<file path="src/rtl/move_scheduler.sv">
// Move scheduler: edge-detects button/pad/debug move requests, queues them in a small FIFO,
// hands them to game_logic one at a time and strobes the grid commit once each move finishes.
module move_scheduler #(
   parameter int DEPTH           = 4,
   parameter int TIMEOUT         = 1024,
   parameter bit COMMIT_ON_VSYNC = 1'b1
) (
   input  logic                     clk,
   input  logic                     reset,
   input  logic                     enable,
   input  logic [3:0]               btn_dir,
   input  logic [3:0]               pad_dir,
   input  logic                     pad_present,
   input  logic [3:0]               dbg_move,
   input  logic                     vsync,
   output logic                     move_valid,
   output logic [1:0]               move_dir,
   input  logic                     move_ready,
   input  logic                     move_done,
   output logic                     grid_commit,
   output logic [$clog2(DEPTH):0]   fifo_count,
   output logic                     overflow,
   output logic                     timeout_err
);

   localparam int AW = $clog2(DEPTH);
   localparam int TW = (TIMEOUT > 1) ? $clog2(TIMEOUT) : 1;

   typedef enum logic [1:0] {IDLE, ISSUE, BUSY, WAIT_VS} state_t;

   function automatic logic [1:0] lowest_dir(input logic [3:0] v);
      if (v[0])      return 2'd0;
      else if (v[1]) return 2'd1;
      else if (v[2]) return 2'd2;
      else           return 2'd3;
   endfunction

   // Previous-sample registers run through reset so levels held across reset never fire.
   logic [3:0] btn_prev_reg, pad_prev_reg, dbg_prev_reg;
   logic       vsync_prev_reg;

   always_ff @(posedge clk) begin
      btn_prev_reg   <= btn_dir;
      pad_prev_reg   <= pad_dir;
      dbg_prev_reg   <= dbg_move;
      vsync_prev_reg <= vsync;
   end

   // Source slots in priority order: 0 = debug, 1 = pad, 2 = buttons.
   logic [2:0][3:0] src_rise;
   logic [2:0]      src_hit;
   logic [2:0][1:0] src_code;

   assign src_rise[0] = dbg_move & ~dbg_prev_reg;
   assign src_rise[1] = (pad_present && enable) ? (pad_dir & ~pad_prev_reg) : 4'b0000;
   assign src_rise[2] = enable ? (btn_dir & ~btn_prev_reg) : 4'b0000;

   generate
      for (genvar gi = 0; gi < 3; gi++) begin : g_src
         assign src_hit[gi]  = |src_rise[gi];
         assign src_code[gi] = lowest_dir(src_rise[gi]);
      end
   endgenerate

   logic       evt_valid;
   logic [1:0] evt_dir;
   logic       evt_lost;

   always_comb begin
      evt_valid = 1'b0;
      evt_dir   = 2'd0;
      evt_lost  = 1'b0;
      if (src_hit[0]) begin
         evt_valid = 1'b1;
         evt_dir   = src_code[0];
         evt_lost  = src_hit[1] | src_hit[2];
      end else if (src_hit[1]) begin
         evt_valid = 1'b1;
         evt_dir   = src_code[1];
         evt_lost  = src_hit[2];
      end else if (src_hit[2]) begin
         evt_valid = 1'b1;
         evt_dir   = src_code[2];
      end
   end

   logic [1:0]  mem [DEPTH];
   logic [AW-1:0] wr_ptr_reg, rd_ptr_reg;
   logic [AW:0]   count_reg;
   logic          overflow_reg;
   state_t        state_reg, state_next;

   logic fifo_full, pop, push, drop;

   assign fifo_full = (count_reg == (AW+1)'(DEPTH));
   assign pop       = (state_reg == ISSUE) && move_ready;
   // A pop in the same cycle frees the slot, so a full FIFO can still accept.
   assign push      = evt_valid && (!fifo_full || pop);
   assign drop      = evt_valid && fifo_full && !pop;

   always_ff @(posedge clk) begin
      if (push) begin
         mem[wr_ptr_reg] <= evt_dir;
      end
   end

   always_ff @(posedge clk) begin
      if (reset) begin
         wr_ptr_reg   <= '0;
         rd_ptr_reg   <= '0;
         count_reg    <= '0;
         overflow_reg <= 1'b0;
      end else begin
         if (push) wr_ptr_reg <= wr_ptr_reg + 1'b1;
         if (pop)  rd_ptr_reg <= rd_ptr_reg + 1'b1;
         case ({push, pop})
            2'b10:   count_reg <= count_reg + 1'b1;
            2'b01:   count_reg <= count_reg - 1'b1;
            default: count_reg <= count_reg;
         endcase
         if (evt_lost || drop) overflow_reg <= 1'b1;
      end
   end

   logic [TW-1:0] cnt_reg, cnt_next;
   logic          commit_reg, commit_next;
   logic          timeout_reg, tmo_set;
   logic          dir_load;
   logic [1:0]    dir_reg;

   always_comb begin
      state_next  = state_reg;
      cnt_next    = cnt_reg;
      commit_next = 1'b0;
      tmo_set     = 1'b0;
      dir_load    = 1'b0;
      case (state_reg)
         IDLE: begin
            if (count_reg != '0) begin
               state_next = ISSUE;
               dir_load   = 1'b1;
            end
         end
         ISSUE: begin
            if (move_ready) begin
               state_next = BUSY;
               cnt_next   = '0;
            end
         end
         BUSY: begin
            if (move_done) begin
               if (COMMIT_ON_VSYNC) begin
                  state_next = WAIT_VS;
               end else begin
                  state_next  = IDLE;
                  commit_next = 1'b1;
               end
            end else if (TIMEOUT != 0 && cnt_reg == TW'(TIMEOUT - 1)) begin
               state_next = IDLE;
               tmo_set    = 1'b1;
            end else begin
               cnt_next = cnt_reg + 1'b1;
            end
         end
         WAIT_VS: begin
            if (vsync && !vsync_prev_reg) begin
               state_next  = IDLE;
               commit_next = 1'b1;
            end
         end
         default: state_next = IDLE;
      endcase
   end

   // Head is read into a register on IDLE->ISSUE so move_dir stays put during the handshake.
   always_ff @(posedge clk) begin
      if (reset) begin
         state_reg   <= IDLE;
         cnt_reg     <= '0;
         commit_reg  <= 1'b0;
         timeout_reg <= 1'b0;
         dir_reg     <= 2'd0;
      end else begin
         state_reg  <= state_next;
         cnt_reg    <= cnt_next;
         commit_reg <= commit_next;
         if (tmo_set)  timeout_reg <= 1'b1;
         if (dir_load) dir_reg     <= mem[rd_ptr_reg];
      end
   end

   assign move_valid  = (state_reg == ISSUE);
   assign move_dir    = dir_reg;
   assign grid_commit = commit_reg;
   assign fifo_count  = count_reg;
   assign overflow    = overflow_reg;
   assign timeout_err = timeout_reg;

endmodule

</file>
<file path="config.mk">
export PLATFORM = sky130hd
export DESIGN_NAME = move_scheduler
export DESIGN_NICKNAME = d
export VERILOG_FILES = /design/src/rtl/move_scheduler.sv
export SDC_FILE = /design/constraint.sdc
export NUM_CORES = 1
export LEC_CHECK = 0
export BUFFER_PORTS_ARGS = -buffer_cell sky130_fd_sc_hd__buf_4
export CAP_MARGIN = 20
export CORE_UTILIZATION = 47
export DETAILED_ROUTE_END_ITERATION = 10
export HOLD_SLACK_MARGIN = 0.12
export PLACE_DENSITY = 0.76
export REMOVE_ABC_BUFFERS = 1
export SLEW_MARGIN = 20
export SYNTH_ARGS = -nofsm -noshare
export SYNTH_HDL_FRONTEND = slang
export SYNTH_SLANG_ARGS = --single-unit
</file>
<file path="constraint.sdc">
create_clock -name clk -period 3.6 [get_ports clk]
set_input_delay 0.18 -clock clk [delete_from_list [all_inputs] [get_ports clk]]
set_output_delay 0.18 -clock clk [all_outputs]
set_load 0.05 [all_outputs]
</file>
==> Word-level counts from Yosys, hierarchy flattened <==
Memories as Yosys holds them, arrays and structs flattened. A register that Yosys moved wholly into a read port is not among the register bits.
Index checks and enable logic that the tools add are counted.
W data, S select, Z words.
{ "word_totals": {"inputBits": 19, "output_inout_bits": 9, "word_cells": 98, "ff_bits": 35, "ramBits": 8, "memories": 1} }
{ "memory_table": {"columns": ["memory", "words", "word_bits", "read_ports", "rd_ports_with_merged_regs", "write_ports", "line", "text"], "rows": [
  ["mem", 4, 2, 1, 1, 1, "87", "logic [1:0] mem [DEPTH];"]
]} }
{ "op_classes": {"n_reduce_logical": 21, "n_mux": 38, "n_addsub": 5, "bitwise_logic": 8, "n_eq_ne": 13} }
{ "ops": {"columns": ["op", "count"], "rows": [
  ["$mux W10", 3],
  ["$mux W2", 14],
  ["$pmux W10 S2", 1],
  ["$mux W1", 16],
  ["$and A4 B4 Y4", 3],
  ["$not A4 Y4", 3],
  ["$reduce_or A4 Y1", 3],
  ["$add A10 B1 Y10 const B", 1],
  ["$eq A10 B10 Y1 const B", 1],
  ["$mux W4", 2],
  ["$ne A2 B2 Y1 const B", 4],
  ["$pmux W2 S4", 1],
  ["$reduce_and A4 Y1", 2],
  ["$eq A2 B2 Y1 const B", 3],
  ["$logic_and A1 B1 Y1", 6],
  ["$pmux W3 S2", 1],
  ["$add A2 B1 Y2 const B", 2],
  ["$eq A2 B1 Y1 const B", 2],
  ["$reduce_bool A2 Y1", 2],
  ["$add A3 B1 Y3 const B", 1],
  ["$eq A3 B3 Y1 const B", 1],
  ["$logic_not A1 Y1", 3],
  ["$ne A3 B3 Y1 const B", 1],
  ["$reduce_bool A3 Y1", 1],
  ["other kinds (7)", 8]
]} }

==> Depth between registers and ports, before layout <==
Gate-level depths: netlist of run 1.
{ "depth": {"ltp_word": 10, "mapped_depth": 10, "mapped_depth_nobuf": 9} }

==> Worst setup path after synthesis of run 1 <==
OpenSTA, ideal clock, no wires.
{ "synth_timing": {"path_kind": "register to register", "from": "reg state_reg[0]", "to": "reg count_reg[2] (netlist: fifo_count[2])", "slack_ns": 0.999, "t_arrival_ns": 2.484, "setup_time_ns": 0.117, "required_time_ns": 3.483, "stages_incl_launch_ff": 10, "path_buffers": 1, "cell_sequence": "dfxtp_1 buf_2 nor2b_2 nand2_1 nor4_4 inv_1 fa_1 a22oi_1 xor2_1 nor2_1"} }
{ "synth_between": {"elab_chain_len": 6, "elab_cells_between_ends": 8, "cone_classes": "eq/ne: 3; mux: 1; reduce/logical: 4"} }
{ "synth_rtl": {"columns": ["item", "line", "text"], "rows": [
  ["from (decl)", "91", "state_t state_reg, state_next;"],
  ["from (signal assigned)", "184", "state_reg <= state_next;"],
  ["$eq A2 B1 Y1 *", null, null],
  ["net move_valid", "16", "output logic move_valid,"],
  ["$logic_and A1 B1 Y1 *", "96", "assign pop = (state_reg == ISSUE) && move_ready;"],
  ["$logic_or A1 B1 Y1", "98", "assign push = evt_valid && (!fifo_full || pop);"],
  ["$logic_and A1 B1 Y1", "98", null],
  ["$eq A2 B1 Y1 or $eq A2 B2 Y1 (tied branches)", "116", "case ({push, pop})"],
  ["$pmux W3 S2 or $reduce_bool A2 Y1 (tied branches)", null, null],
  ["to (signal assigned)", "117", "2'b10: count_reg <= count_reg + 1'b1;"],
  ["to (signal assigned)", "118", "2'b01: count_reg <= count_reg - 1'b1;"],
  ["to (signal assigned)", "119", "default: count_reg <= count_reg;"],
  ["to (decl)", "89", "logic [AW:0] count_reg;"]
]} }
Mark *: on every way through the listed nets, which the timed path passes. The rest lies on a longest branch.
A chain may end at the register's enable or synchronous reset.

==> Worst setup path in the final report of run 1 <==
{ "layout_timing": {"from": "in btn_dir[0]", "to": "reg count_reg[2] (netlist: fifo_count[2])"} }
{ "layout_between": {"elab_chain_len": 9, "elab_cells_between_ends": 11, "cone_classes": "eq/ne: 2; mux: 5; bitwise: 1; reduce/logical: 3"} }
{ "layout_rtl": {"columns": ["item", "line", "text"], "rows": [
  ["from (decl)", "11", "input logic [3:0] btn_dir,"],
  ["$and A4 B4 Y4 *", "56", "assign src_rise[2] = enable ? (btn_dir & ~btn_prev_reg) : 4'b0000;"],
  ["$mux W4 *", "56", null],
  ["$reduce_or A4 Y1 *", "60", "assign src_hit[gi] = |src_rise[gi];"],
  ["$mux W1 *", "81", "end else if (src_hit[2]) begin"],
  ["$mux W1 *", "77", "end else if (src_hit[1]) begin"],
  ["$mux W1 *", "73", "if (src_hit[0]) begin"],
  ["$logic_and A1 B1 Y1 *", "98", null],
  ["$eq A2 B1 Y1 or $eq A2 B2 Y1 (tied branches)", "116", null],
  ["$pmux W3 S2 or $reduce_bool A2 Y1 (tied branches)", null, null]
]} }
Mark *: on every way between the ends. The rest lies on a longest branch, timed or not.

==> results of run 1 <==
## worst min-delay path by stage
| stage | from | endpoint | slack [ns] | depth (start not counted) |
|---|---|---|---|---|
| 6_report | reset | fifo_count[1] | 0.17 | 2 |
| 5_1_grt | reset | overflow | 0.17 | 2 |
| 4_1_cts | reset | overflow | 0.17 | 2 |
| 3_5_place_dp | vsync | vsync_prev_reg | 0.29 | 1 |
| 2_1_floorplan | btn_dir[0] | btn_prev_reg[0] | 0.21 | 0 |
| 3_3_place_gp | vsync | vsync_prev_reg | 0.29 | 1 |
## through the flow
stage	total power, mW	setup slack, ns	utilization [%]
2_1_floorplan	0.986	1.00	-
3_3_place_gp	1.09	1.31	55.6
3_5_place_dp	1.11	1.25	55.6
4_1_cts	1.42	1.03	60.9
5_1_grt	1.50	0.917	60.9
6_report	1.41	1.03	60.9
## where the power goes
group / internal (mW) / total (mW) / switching [mW]
sequential: 0.587 / 0.644 / 0.0567
combinational: 0.202 / 0.463 / 0.261
clock: 0.134 / 0.304 / 0.170
total: 0.924 / 1.41 / 0.487
## layer usage
metal	vias up	global-route usage [%]	wire length, um
li1	754	-	-
met1	674	23.1	1740
met2	30	29.3	1730
met3	7	6.50	163
met4	0	7.81	61
met5	-	0	0
## critical path, stage by stage
cell,delay [ns]
dlygate4sd3_1,0.53
buf_4,0.14
nor2b_4,0.13
o41a_1,0.50
nor4_4,0.40
inv_1,0.10
fa_1,0.39
a22oi_1,0.20
xor2_1,0.16
nor2_1,0.05
## kinds of logic after synthesis
logic type | synth area share [%]
adders and majority gates | 4.01
DFF | 47.6
AOI/OAI and AO/OA | 10.3
and+or+nand+nor | 22.6
muxes | 5.77
xor gates and xnor gates | 5.95
buffers and inverters | 3.77
## layout by cell type, fill, tap and decap left out, drive strengths merged, types with 4 or more instances in the layout
cell / n
dlygate4sd3: 13
inv: 11
xor2: 5
nor2: 33
nand3: 4
xnor2: 9
nor2b: 8
or2b: 6
clkbuf: 5
mux2i: 4
a21oi: 7
buf: 27
nand2: 12
ha: 5
and2: 6
edfxtp: 8
dfxtp: 37
## final cells by class
| cell class | instances | area (um^2) | share of cell area [%] |
|---|---|---|---|
| multi-input cells | 137 | 1000 | 40.0 |
| inverters | 11 | 41.3 | 1.65 |
| clock inverters | 3 | 17.5 | 0.699 |
| repair buffers | 40 | 333 | 13.3 |
| well taps | 50 | 62.6 | 2.50 |
| flip-flops and latches | 45 | 981 | 39.2 |
| clock buffers | 5 | 68.8 | 2.75 |
## repair_timing
action / CTS / global route
hold endpoints to repair: 13 / 0
gates resized for setup: 0 / 0
hold buffers: 13 / 0
==> flow_summary.ini, run 1 <==
[outcome]
status = completed

[synthesis]
synth_commonest_cells = dfxtp_1, nor2_1, nand2_1, inv_1, xnor2_1
syn_avg_cell_area_um2 = 10.4
async_flop_share_pct = 0
yosysWarnings = 0
synth_top_area_cell = dfxtp_1
synthTopCellsByArea = dfxtp_1, edfxtp_1, nor2_1
ys_types = 46
yosys.area.top_type_share_pct = 36.0
postSynthCellCount = 198
synth.cell_area_um2 = 2060
synth_edf_count = 8
synth-seq-cells = 45
synth.most_common_cell = dfxtp_1
synth_seq_area_share_pct = 47.6
synthFlopType = dfxtp_1

[routing]
first_pass_iters = 4
dr.first_iter.drc_count = 64
via_count = 1465
vias_per_cell = 5.03
antenna_left = 0
drc = 0
post_drt_wl_per_cell_um = 12.7
routed_wl_mm = 3.70

[layout]
largest_reg_flops = 10
diodes = 0
final_cell_area_um2 = 2500
nFillCells = 350
drive_above_1_share_pct = 24.1
nets = 265
area_growth_pct = 21.6
fin_cells = 291

[setup_path]
r2r_start = state_reg[0]
critPathKind = in2reg
cp_max_fo = 4
endpoint_kind = flop
worstPathArrival_ns = 2.77
start_kind = primary input
r2r_cells = 8
r2r_slack_ns = 1.25
startpoint = btn_dir[0]
reg2reg_to = fifo_count[2]
crit_required_ns = 3.80
endpoint = fifo_count[2]

[sta]
holdWs_ns = 0.169
fin_setup_tns_ns = 0
finClkSkew_ns = 0.00803
fin_crit_sh_pct = 71.5
max_freq_ghz = 0.389
setup_viol_count_final = 0
rsz0062_at_grt = false
hold_violations = 0
relSlewSlack_pct = 65.9
slew_violations = 0
worstMarginPinSlew_ns = 0.511
post-route-min-period_ns = 2.57

[placed_design]
dpl_cell_area_um2 = 2290
gp_congestion = 0.763
dpl.hpwl_mm = 2.61
dp_cells = 270
io_buffers = 27

[flow_run]
max-cap-violations = 0

[floorplanning]
ios = 28
die_h_um = 68.2
die_area_um2 = 4650
coreArea_um2 = 4120
fp-row-count = 23
initial_core_util_pct = 50.0
die_w_um = 68.2

[clock_network]
htreeDepth = 2
clkTransAtPathRegs_ns = 0.08
clock_latency_ns = 0.30
cts-buffers-inserted = 5
cts_buffer_depth = 2
postCtsSetupBuffers = 0
cts-root-buf = clkbuf_8
cts.sinks = 45
cts_tree = done

[global_routing]
grt_util_all_layers_pct = 18.7
antenna_found_initial = 0
overflow = 0
grt_pass1_wl_mm = 6.15
grt_pass1_vias = 1375
grt_max_degree = 17

[worst_hold_path]
hold_class = in2reg

[power_and_ir_drop]
p_leak_nw = 0.984
peakVddDrop_mv = 0.263
p_per_area_nw_per_um2 = 563
Note: power is estimated with default switching activity, not from simulation.
==> inputs of run 2 (changes only) <==
--- a/config.mk
+++ b/config.mk
@@ -10,7 +10,7 @@
 export CORE_UTILIZATION = 47
 export DETAILED_ROUTE_END_ITERATION = 10
 export HOLD_SLACK_MARGIN = 0.12
-export PLACE_DENSITY = 0.76
+export PLACE_DENSITY = 0.79
 export REMOVE_ABC_BUFFERS = 1
 export SLEW_MARGIN = 20
 export SYNTH_ARGS = -nofsm -noshare
==> constraint.sdc (replaced) <==
create_clock -name clk -period 2.3 [get_ports clk]
set_input_delay 0.115 -clock clk [delete_from_list [all_inputs] [get_ports clk]]
set_output_delay 0.115 -clock clk [all_outputs]
set_load 0.05 [all_outputs]
==> flow_summary.ini, run 2 (same netlist as run 1, synthesis figures left out) <==
[sta]
finClkSkew_ns = 0.00896
holdWs_ns = 0.169
fin_crit_sh_pct = 97.2
hold_violations = 0
relSlewSlack_pct = 62.6
worstMarginPinSlew_ns = 0.561
slew_violations = 0
setup_viol_count_final = 0
rsz0062_at_grt = true
max_freq_ghz = 0.447
post-route-min-period_ns = 2.24

[routing]
dr.first_iter.drc_count = 53
via_count = 1505
post_drt_wl_per_cell_um = 12.4
drc = 0
routed_wl_mm = 3.68
vias_per_cell = 5.08
first_pass_iters = 4
antenna_left = 0

[layout]
ff_latch_area_um2 = 982
nets = 270
largest_reg_flops = 10
layout.cells.most_common = dfxtp_1
area_growth_pct = 23.9
multiInputGateArea_um2 = 1000
utilization_pct = 62.0
final_cell_area_um2 = 2550
diodes = 0
nFillCells = 345
drive_above_1_share_pct = 26.0
fin_cells = 296
layout_common_cells = dfxtp_1, nor2_1, buf_4

[setup_path]
r2r_slack_ns = 0.06
endpoint_kind = flop
crit_required_ns = 2.50
worstPathArrival_ns = 2.43
start_kind = flop
cp_max_fo = 4
critPathKind = reg2reg

[global_routing]
grt_util_met3_pct = 6.67
gr-usage-met1_pct = 23.1
overflow = 0
grt_pass1_wl_mm = 6.53
antenna_found_initial = 0
use_met2_pct = 32.0
busiest_layer = met2
grt_max_degree = 17
grt_util_all_layers_pct = 19.2
grt_pass1_vias = 1511

[flow_run]
max-cap-violations = 0

[clock_network]
cts_buffer_depth = 2
cts-buffers-inserted = 5
cts.sinks = 45
postCtsSetupBuffers = 0
cts-root-buf = clkbuf_8
clkTransAtPathRegs_ns = 0.09
cts_tree = done
htreeDepth = 2
clock_latency_ns = 0.31

[placed_design]
dpl_cell_area_um2 = 2320
gp_congestion = 0.743
dp_cells = 274
io_buffers = 27
dpl.hpwl_mm = 2.61

[worst_hold_path]
hold_class = in2reg

[power_and_ir_drop]
p_leak_nw = 0.999
p_per_area_nw_per_um2 = 882
p_clk_share_pct = 22.2
internal_power_mw = 1.47
p_sw_share_pct = 34.7
p_switching_uw = 779
combPwrFrac_pct = 34.0
power_frac_seq_pct = 43.8
peakVddDrop_mv = 0.424

[floorplanning]
coreArea_um2 = 4120
die_area_um2 = 4650
fp-row-count = 23
die_w_um = 68.2
die_h_um = 68.2
ios = 28
initial_core_util_pct = 50.0

[outcome]
status = completed
run 2: per-layer routing:
metal  wire, um  up-vias
met4         61        0
met3        126        7
met2       1670       27
li1           -      767
met1       1830      704
met5          0        -
run 2: final timing paths:
kind	from	end	cells after the start
worst max register to register	btn_prev_reg[0]	fifo_count[2]	8
worst min register to register	overflow	overflow	2
worst min-delay path	move_done	timeout_err	4
worst max-delay path	btn_prev_reg[0]	fifo_count[2]	8
run 2: power groups by stage:
stage / clock [mW] / combinational [mW] / sequential, mW
after detailed placement: 0 / 0.751 / 1.01
after global placement: 0 / 0.737 / 0.999
after floorplan: 0 / 0.415 / 1.13
after CTS: 0.507 / 0.772 / 0.987
final: 0.498 / 0.765 / 0.985
after global routing: 0.545 / 0.844 / 1.00
run 2: final cells by class:
cell class	count	share of cell area [%]
tap	50	2.45
clock inverter	3	0.883
inverter	11	1.62
sequential	45	38.5
multi-input combinational	137	39.2
timing repair buffer	45	14.6
clock buffer	5	2.70
run 2: worst max-delay path, cell delays in order, from the launching register on:
cell and delay [ns]:
dfxtp_1 0.37, nor2b_4 0.06, o41a_1 0.51, nor4_4 0.30, inv_1 0.08, fa_1 0.38
a22oi_1 0.21, xor2_1 0.17, nor2_1 0.05
run 2: what timing repair did:
| item | CTS | global route |
|---|---|---|
| hold buffers | 14 | 0 |
| hold endpoints to repair | 28 | 0 |
| resized for setup | 0 | 1 |
| endpoints found under the setup margin | 0 | 2 |
run 2: metrics by stage:
stage               power, mW  TNS, ns  worst slack (ns)
global placement         1.74        0             0.160
detailed placement       1.76        0            0.0631
floorplan                1.54   -0.536            -0.300
CTS                      2.27        0            0.0492
global route             2.39  -0.0688           -0.0688
finish                   2.25        0            0.0633
==> inputs of run 3 (changes only) <==
--- a/config.mk
+++ b/config.mk
@@ -7,6 +7,7 @@
 export LEC_CHECK = 0
 export BUFFER_PORTS_ARGS = -buffer_cell sky130_fd_sc_hd__buf_4
 export CAP_MARGIN = 20
+export CORE_ASPECT_RATIO = 0.6
 export CORE_UTILIZATION = 47
 export DETAILED_ROUTE_END_ITERATION = 10
 export HOLD_SLACK_MARGIN = 0.12
==> flow_summary.ini, run 3 (same netlist as run 1, synthesis figures left out) <==
[outcome]
status = completed

[layout]
utilization_pct = 61.7
drive_above_1_share_pct = 24.8
layout_common_cells = dfxtp_1, nor2_1, buf_4
nFillCells = 370
layout.cells.most_common = dfxtp_1
largest_reg_flops = 10
final_cell_area_um2 = 2560
area_growth_pct = 24.2
ff_latch_area_um2 = 981
multiInputGateArea_um2 = 1010
diodes = 0
nets = 270

[clock_network]
htreeDepth = 2
cts-buffers-inserted = 5
clock_latency_ns = 0.30
cts_tree = done
clkTransAtPathRegs_ns = 0.08
cts_buffer_depth = 2
cts-root-buf = clkbuf_8
cts.sinks = 45

[routing]
routed_wl_mm = 3.98
post_drt_wl_per_cell_um = 13.0
antenna_left = 0
via_count = 1512
vias_per_cell = 4.94
drc = 0
dr.first_iter.drc_count = 67
first_pass_iters = 4

[power_and_ir_drop]
p_leak_nw = 1.01
p_per_area_nw_per_um2 = 873
internal_power_mw = 1.47
power_frac_seq_pct = 44.2
p_sw_share_pct = 34.4
combPwrFrac_pct = 34.6
p_clk_share_pct = 21.2
peakVddDrop_mv = 0.359
p_switching_uw = 768

[setup_path]
crit_family = buffers and inverters
r2r_cells = 6
crit_chain = dlygate4sd3_1, buf_4, or2b_2, o2111ai_2, nor4_4, inv_1, fa_1, a22oi_1, xor2_1, nor2_1
critPathKind = in2reg
r2r_start = btn_prev_reg[0]
slowest_stage = dlygate4sd3_1
path_depth = 10
start_kind = primary input
cp.buffers_inverters = 3
cp_max_fo = 4
worstPathArrival_ns = 2.42
endpoint_kind = flop
endpoint = fifo_count[2]
reg2reg_to = fifo_count[1]
cp_slowest_stage_delay_ns = 0.53
crit_required_ns = 2.49
startpoint = dbg_move[0]
r2r_slack_ns = 0.21

[sta]
setup_viol_count_final = 0
slew_violations = 0
max_freq_ghz = 0.449
hold_violations = 0
post-route-min-period_ns = 2.23
finClkSkew_ns = 0.00557
relSlewSlack_pct = 69.4
fin_setup_tns_ns = 0
worstMarginPinSlew_ns = 0.455
fin_crit_sh_pct = 96.9

[placed_design]
dpl_cell_area_um2 = 2320
gp_congestion = 0.749
dpl.hpwl_mm = 2.81
io_buffers = 27

[global_routing]
grt_max_degree = 17
grt_pass1_wl_mm = 6.49
overflow = 0
grt_pass1_vias = 1378
antenna_found_initial = 0
grt_util_all_layers_pct = 19.5

[floorplanning]
die_w_um = 87.5
ios = 28
initial_core_util_pct = 49.7
coreArea_um2 = 4140
fp-row-count = 18
die_h_um = 53.3
die_area_um2 = 4660

[flow_run]
max-cap-violations = 0

[worst_hold_path]
hold_class = in2reg
==> run 3: cell types whose count changed in the layout (fill, tap and decap cells not counted), sizes merged <==
cell | before | now
clkinvlp | 3 | 0
clkinv | 0 | 1
clkbuf | 5 | 7
==> run 3: layout make-up <==
type	count	area share [%]
Multi-Input combinational cell	137	39.4
Sequential cell	45	38.4
Clock inverter	1	0.147
Clock buffer	7	2.98
Timing Repair Buffer	45	14.6
Tap cell	60	2.94
Inverter	11	1.61
==> run 3: per-stage QoR <==
stage	hold slack (ns)	setup WS [ns]	power, mW	std cells
detailed placement	0.229	0.103	1.76	283
floorplan	0.143	-0.300	1.54	193
finish	0.175	0.0706	2.23	306
global placement	0.226	0.156	1.74	283
global route	0.196	-0.0259	2.38	306
CTS	0.162	0.0761	2.24	305
==> run 3: worst min-delay path, stage by stage <==
cell     delay (ns)
buf_4          0.09
nor3b_1        0.06
a21oi_1        0.12
nor2_1         0.04
==> run 3: power by group through the flow <==
stage                     logic (mW)  clock network (mW)  registers [mW]
after floorplan                0.415                   0            1.13
after CTS                      0.772               0.481           0.988
after global placement         0.738                   0            1.00
after global routing           0.851               0.528            1.00
after detailed placement       0.751                   0            1.00
final                          0.774               0.473           0.986
==> run 3: worst min path at each step <==
stage | from | end | slack (ns) | depth (start not counted)
global placement | btn_dir[3] | btn_prev_reg[3] | 0.23 | 1
global route | move_ready | state_reg[0] | 0.20 | 3
floorplan | btn_dir[0] | btn_prev_reg[0] | 0.14 | 0
detailed placement | dbg_move[1] | dbg_prev_reg[1] | 0.23 | 1
finish | move_done | timeout_err | 0.17 | 4
CTS | move_done | timeout_err | 0.16 | 4
==> run 3: repair_timing <==
item                                    4_1_cts  5_1_grt
buffers inserted                              0        1
endpoints found under the setup margin        0        1
gates resized for setup                       0        1
hold buffers                                 14        0
hold endpoints to repair                     27        0
==> run 3: routing by layer <==
layer  track usage, %  share of wire [%]  up-vias
met5                0                  0        -
met4             5.74                1.8        0
met3             7.02                3.9        8
met2             28.1                 43       24
met1             27.3                 51      717
li1                 -                  -      763
